### src/rtl/branch_predictor_unit.sv
// Dynamic branch predictor: saturating-counter direction table plus a direct-mapped BTB,
// with optional gshare indexing. Combinational lookup, registered training from EX/MEM.
module branch_predictor_unit #(
  parameter int ENTRIES  = 64,
  parameter int CTR_BITS = 2,
  parameter int GHR_BITS = 4,
  parameter int MODE     = 0,
  parameter int ADDR_W   = 32
) (
  input  logic              clk_i,
  input  logic              rst_i,
  input  logic [ADDR_W-1:0] lk_pc_i,
  output logic              pred_hit_o,
  output logic              pred_taken_o,
  output logic [ADDR_W-1:0] pred_target_o,
  input  logic              upd_valid_i,
  input  logic [ADDR_W-1:0] upd_pc_i,
  input  logic              upd_taken_i,
  input  logic [ADDR_W-1:0] upd_target_i,
  output logic              busy_o
);

  localparam int IDX   = $clog2(ENTRIES);
  localparam int TAG_W = ADDR_W - IDX - 2;
  localparam logic [CTR_BITS-1:0] CTR_INIT = CTR_BITS'((1 << (CTR_BITS - 1)) - 1);
  localparam logic [CTR_BITS-1:0] CTR_MAX  = '1;
  localparam logic [IDX-1:0]      LAST_IDX = IDX'(ENTRIES - 1);

  typedef enum logic {ST_INIT, ST_RUN} state_e;

  state_e              state_q, state_d;
  logic [IDX-1:0]      cursor_q, cursor_d;
  logic [GHR_BITS-1:0] ghr_q, ghr_d;

  // Tables carry no reset; the INIT sweep is what makes them defined.
  logic                valid_q [ENTRIES];
  logic [TAG_W-1:0]    tag_q   [ENTRIES];
  logic [ADDR_W-1:0]   tgt_q   [ENTRIES];
  logic [CTR_BITS-1:0] ctr_q   [ENTRIES];

  logic sweep_we, upd_en, run;

  function automatic logic [IDX-1:0] ctr_index(input logic [IDX-1:0] bidx,
                                               input logic [GHR_BITS-1:0] hist);
    if (MODE == 1) return bidx ^ IDX'(hist);
    else           return bidx;
  endfunction

  // Lookup path
  logic [IDX-1:0]   lk_bidx, lk_cidx;
  logic [TAG_W-1:0] lk_tag;
  logic             lk_match;

  assign lk_bidx  = lk_pc_i[IDX+1:2];
  assign lk_tag   = lk_pc_i[ADDR_W-1:IDX+2];
  assign lk_cidx  = ctr_index(lk_bidx, ghr_q);
  assign lk_match = run && valid_q[lk_bidx] && (tag_q[lk_bidx] == lk_tag);

  assign pred_hit_o    = lk_match;
  assign pred_taken_o  = lk_match && ctr_q[lk_cidx][CTR_BITS-1];
  assign pred_target_o = lk_match ? tgt_q[lk_bidx] : '0;

  // Update path; counter index uses the history before this update shifts it
  logic [IDX-1:0]      up_bidx, up_cidx;
  logic [TAG_W-1:0]    up_tag;
  logic [CTR_BITS-1:0] up_ctr, up_ctr_nxt;

  assign up_bidx = upd_pc_i[IDX+1:2];
  assign up_tag  = upd_pc_i[ADDR_W-1:IDX+2];
  assign up_cidx = ctr_index(up_bidx, ghr_q);
  assign up_ctr  = ctr_q[up_cidx];

  always_comb begin
    up_ctr_nxt = up_ctr;
    if (upd_taken_i) begin
      if (up_ctr != CTR_MAX) up_ctr_nxt = up_ctr + 1'b1;
    end else begin
      if (up_ctr != '0) up_ctr_nxt = up_ctr - 1'b1;
    end
  end

  // FSM: state register
  always_ff @(posedge clk_i) begin
    if (rst_i) begin
      state_q  <= ST_INIT;
      cursor_q <= '0;
      ghr_q    <= '0;
    end else begin
      state_q  <= state_d;
      cursor_q <= cursor_d;
      ghr_q    <= ghr_d;
    end
  end

  // FSM: next state
  always_comb begin
    state_d  = state_q;
    cursor_d = cursor_q;
    ghr_d    = ghr_q;
    case (state_q)
      ST_INIT: begin
        cursor_d = cursor_q + 1'b1;
        if (cursor_q == LAST_IDX) state_d = ST_RUN;
      end
      ST_RUN: begin
        if (upd_valid_i) ghr_d = GHR_BITS'({ghr_q, upd_taken_i});
      end
      default: state_d = ST_INIT;
    endcase
  end

  // FSM: outputs and table write enables
  always_comb begin
    run      = (state_q == ST_RUN);
    busy_o   = (state_q != ST_RUN);
    sweep_we = (state_q == ST_INIT);
    upd_en   = (state_q == ST_RUN) && upd_valid_i && !rst_i;
  end

  always_ff @(posedge clk_i) begin
    if (sweep_we) begin
      valid_q[cursor_q] <= 1'b0;
      ctr_q[cursor_q]   <= CTR_INIT;
    end else if (upd_en) begin
      ctr_q[up_cidx] <= up_ctr_nxt;
      if (upd_taken_i) begin
        valid_q[up_bidx] <= 1'b1;
        tag_q[up_bidx]   <= up_tag;
        tgt_q[up_bidx]   <= upd_target_i;
      end
    end
  end

  // Word-aligned PCs: the byte-offset bits carry no information
  logic unused_pc_lsbs;
  assign unused_pc_lsbs = ^{lk_pc_i[1:0], upd_pc_i[1:0]};

endmodule
### config.mk
export PLATFORM = sky130hd
export DESIGN_NAME = branch_predictor_unit
export DESIGN_NICKNAME = d
export VERILOG_FILES = /design/src/rtl/branch_predictor_unit.sv
export SDC_FILE = /design/constraint.sdc
export NUM_CORES = 2
export LEC_CHECK = 0
export CAP_MARGIN = 20
export CELL_PAD_IN_SITES_DETAIL_PLACEMENT = 0
export CELL_PAD_IN_SITES_GLOBAL_PLACEMENT = 1
export CORE_UTILIZATION = 56
export CTS_CLUSTER_SIZE = 25
export DETAILED_ROUTE_END_ITERATION = 7
export GPL_TIMING_DRIVEN = 0
export PLACE_DENSITY_LB_ADDON = 0.1
export RECOVER_POWER = 50
export SKIP_LAST_GASP = 1
export SLEW_MARGIN = 10
export SYNTH_ARGS = -nofsm -noshare
export SYNTH_HDL_FRONTEND = slang
export SYNTH_SLANG_ARGS = --single-unit
export TNS_END_PERCENT = 1
### constraint.sdc
create_clock -name clk_i -period 8.25 [get_ports clk_i]
set_input_delay 0.825 -clock clk_i [delete_from_list [all_inputs] [get_ports clk_i]]
set_output_delay 0.825 -clock clk_i [all_outputs]
set_load 0.01 [all_outputs]
==> reports/metrics.yaml <==
outcome: "finished, violations left"
violations: "capacitance limit, slew limit, setup timing"
yosysSeqAreaShare: 0.777
fill_cells: 16726
clock_skew_ps: 62.6
die_x_um: 513
crit_fanout: 10
die_height_um: 513
die-area_sq_um: 263000
viasPerCell: 7.12
peakVddDrop_v: 0.000237
maxCapViolations: 55
grt-ovfl-total: 0
dp_hpwl_um: 319000
p_leak_nw: 53.7
wl_um: 468000
p_sw_mw: 8.61
antenna_found_initial: 25
post_cts_buffers: 0
clock-sinks: 3783
period_share: 1.02
clock_path_buffers: 4
cp-end-kind: "output port"
synthArstFlopShare: 0
rsz0062_at_grt: "no"
multi_input_area_sq_um: 31400
grt_max_degree: 65
p_per_area_nw_per_um2: 237
io_pins: 135
numCtsBuffers: 390
ys_warn_count: 0
synth_edf_count: 3776
startpoint_type: "primary input"
via_count: 77837
yosys.area.top_type: "edfxtp_1"
grt_first_pass_wirelength_um: 630000
clk_latency_ps: 1030
period_needed_ps: 8410
worst_pin_slew_ps: 2780
path_class: "in2out"
swShare: 0.213
syn_inst: 6378
grt_use_total: 0.359
relSlewSlack: -0.853
syn-cell-area_sq_um: 146000
fmax_mhz: 119
area_delta_synth_final_pct: 16.5
pwr-share-comb: 0.051
hold_class: "in2reg"
drt_iter0_markers: 14070
tns_ps: -960
initial_core_util: 0.563
final_util: 0.656
htree_num_levels: 5
synth_flop_cell: "edfxtp_1"
coreArea_sq_um: 259000
syn_area_per_cell_sq_um: 22.9
drc: 0
antenna_left: 0
clk_pin_slew_worst_paths_ps: 60
synth_cell_types: 63
setup_viol: 10
synth_top_cells_by_area: "edfxtp_1 78%, mux4_2 15%, mux2i_1 1.5%, nor2_1 0.59%, a22oi_1 0.56%"
syn_nets: 6479
holdWs_ps: 103
firstDrtPassIters: 6
rows: 187
yosysTopAreaCellShare: 0.776
cts_tree: "done"
grt_pass1_vias: 74891
worst_slack_ps: -160
intPower_mw: 31.7
pwr-share-seq: 0.524
nNetsFinal: 7324
ys_ff_latch: 3783
hold_viol: 0
clock-root-buffer: "clkbuf_16"
stdcell_area_sq_um: 170000
pre_cts_ws_ps: -763
drive_above_1_share: 0.287
wl_per_cell_um: 42.8
cts_hold_buf: 0
critPathRequiredTime_ps: 7420
regArea_sq_um: 114000
gp_congestion: 0.878
worstPathArrival_ps: 7590
slew_violations: 2835
dpl_cell_area_sq_um: 159000
pwr-share-clk: 0.425
io_buffer_count: 124
==> what timing repair did <==
item,4_1_cts,5_1_grt
pin swaps,0,0
endpoints found under the setup margin,34,10
gates resized for setup,7,1
cloned,0,0
==> logic make-up after synthesis <==
kind of cell             share of synthesized area
multiplexers                                 0.172
adder cells (fa/ha/maj)                  0.0000856
XOR/XNOR                                   0.00162
AO/OA/AOI/OAI                               0.0177
buffers and inverters                       0.0125
AND/OR/NAND/NOR                             0.0196
flip-flops                                   0.777
==> per-layer routing <==
metal,share of wire,GRT usage,vias to the layer above
li1,-,-,29058
met1,0.37,0.507,41660
met2,0.45,0.537,5928
met3,0.12,0.0824,1185
met4,0.056,0.167,6
met5,0.000081,0,-
==> path summary, 6_finish.rpt <==
kind,from,end,slack (ps),depth (start not counted)
max,lk_pc_i[4],pred_target_o[11],-160,14
min,upd_pc_i[11],tag_q[17][3],100,1
max reg2reg,run,tgt_q[20][2],3300,10
min reg2reg,cursor_q[0],cursor_q[0],620,2
==> per-stage QoR <==
| stage | instances | power (mW) |
|---|---|---|
| 6_report | 10938 | 40.4 |
| 3_5_place_dp | 10225 | 23.6 |
| 3_3_place_gp | 9904 | 23.5 |
| 2_1_floorplan | 6378 | 22.6 |
| 5_1_grt | 10925 | 41.2 |
| 4_1_cts | 10907 | 40.4 |
==> layout make-up <==
class,instances,share of cell area
Sequential cell,3783,0.667
Multi-Input combinational cell,2239,0.184
Clock buffer,467,0.0598
Timing Repair Buffer,455,0.0415
Tap cell,3402,0.0250
Clock inverter,217,0.0118
Buffer,346,0.0107
Antenna cell,21,0.000309
Inverter,8,0.000176
==> worst max-delay path, cell delays in order <==
cell and delay, ps:
clkdlybuf4s50_1 770, buf_4 340, buf_2 440, buf_2 600
nor2_1 420, a22oi_1 310, a31oi_1 250, a2111oi_1 710
xnor2_1 160, nor4_2 740, and4_4 700, buf_2 330
and4_1 350, clkdlybuf4s50_1 580
==> flip-flops by register name (all words and copies together), names as in the netlist <==
| name | count |
|---|---|
| tgt_q | 2048 |
| tag_q | 1536 |
| ctr_q | 128 |
| valid_q | 64 |
| cursor_q | 6 |
| run | 1 |
==> synth_stat cells, types with 19 or more instances <==
cell type,n
mux4_2,1005
o21ai_0,32
and4_1,34
a22o_1,19
clkbuf_1,101
mux2i_1,221
nand3_1,60
edfxtp_1,3776
a21oi_1,37
a211oi_1,22
buf_1,41
buf_4,36
mux2_2,23
nor2b_1,29
a31oi_1,34
o22ai_1,30
buf_2,148
a221oi_1,27
a22oi_1,109
nor3_1,33
nand2_1,132
buf_6,22
nor2_1,229
==> power by group through the flow <==
stage,Clock [mW],Sequential [mW],Combinational (mW)
2_1_floorplan,0,21.5,1.02
3_3_place_gp,0,21.6,1.97
3_5_place_dp,0,21.5,2.08
4_1_cts,17.2,21.1,2.09
5_1_grt,17.9,21.1,2.12
6_report,17.1,21.2,2.07
==> placed cells by master (no fill, tap or decap), types with 37 or more instances in the layout <==
master / netlist / final
buf_4: 36 / 43
nor2_1: 229 / 163
clkinv_2: 0 / 59
edfxtp_1: 3776 / 3776
a22oi_1: 109 / 109
buf_6: 22 / 38
clkdlybuf4s50_1: 0 / 67
nor2_4: 0 / 63
mux4_2: 1005 / 1005
buf_12: 0 / 186
buf_2: 148 / 155
bufinv_16: 0 / 37
nand2_1: 132 / 132
mux2i_1: 221 / 221
clkbuf_16: 0 / 396
buf_16: 0 / 69
clkinv_1: 1 / 100
nand3_1: 60 / 60
clkbuf_1: 101 / 254
No activity file was read; power rests on OpenSTA's default activity.
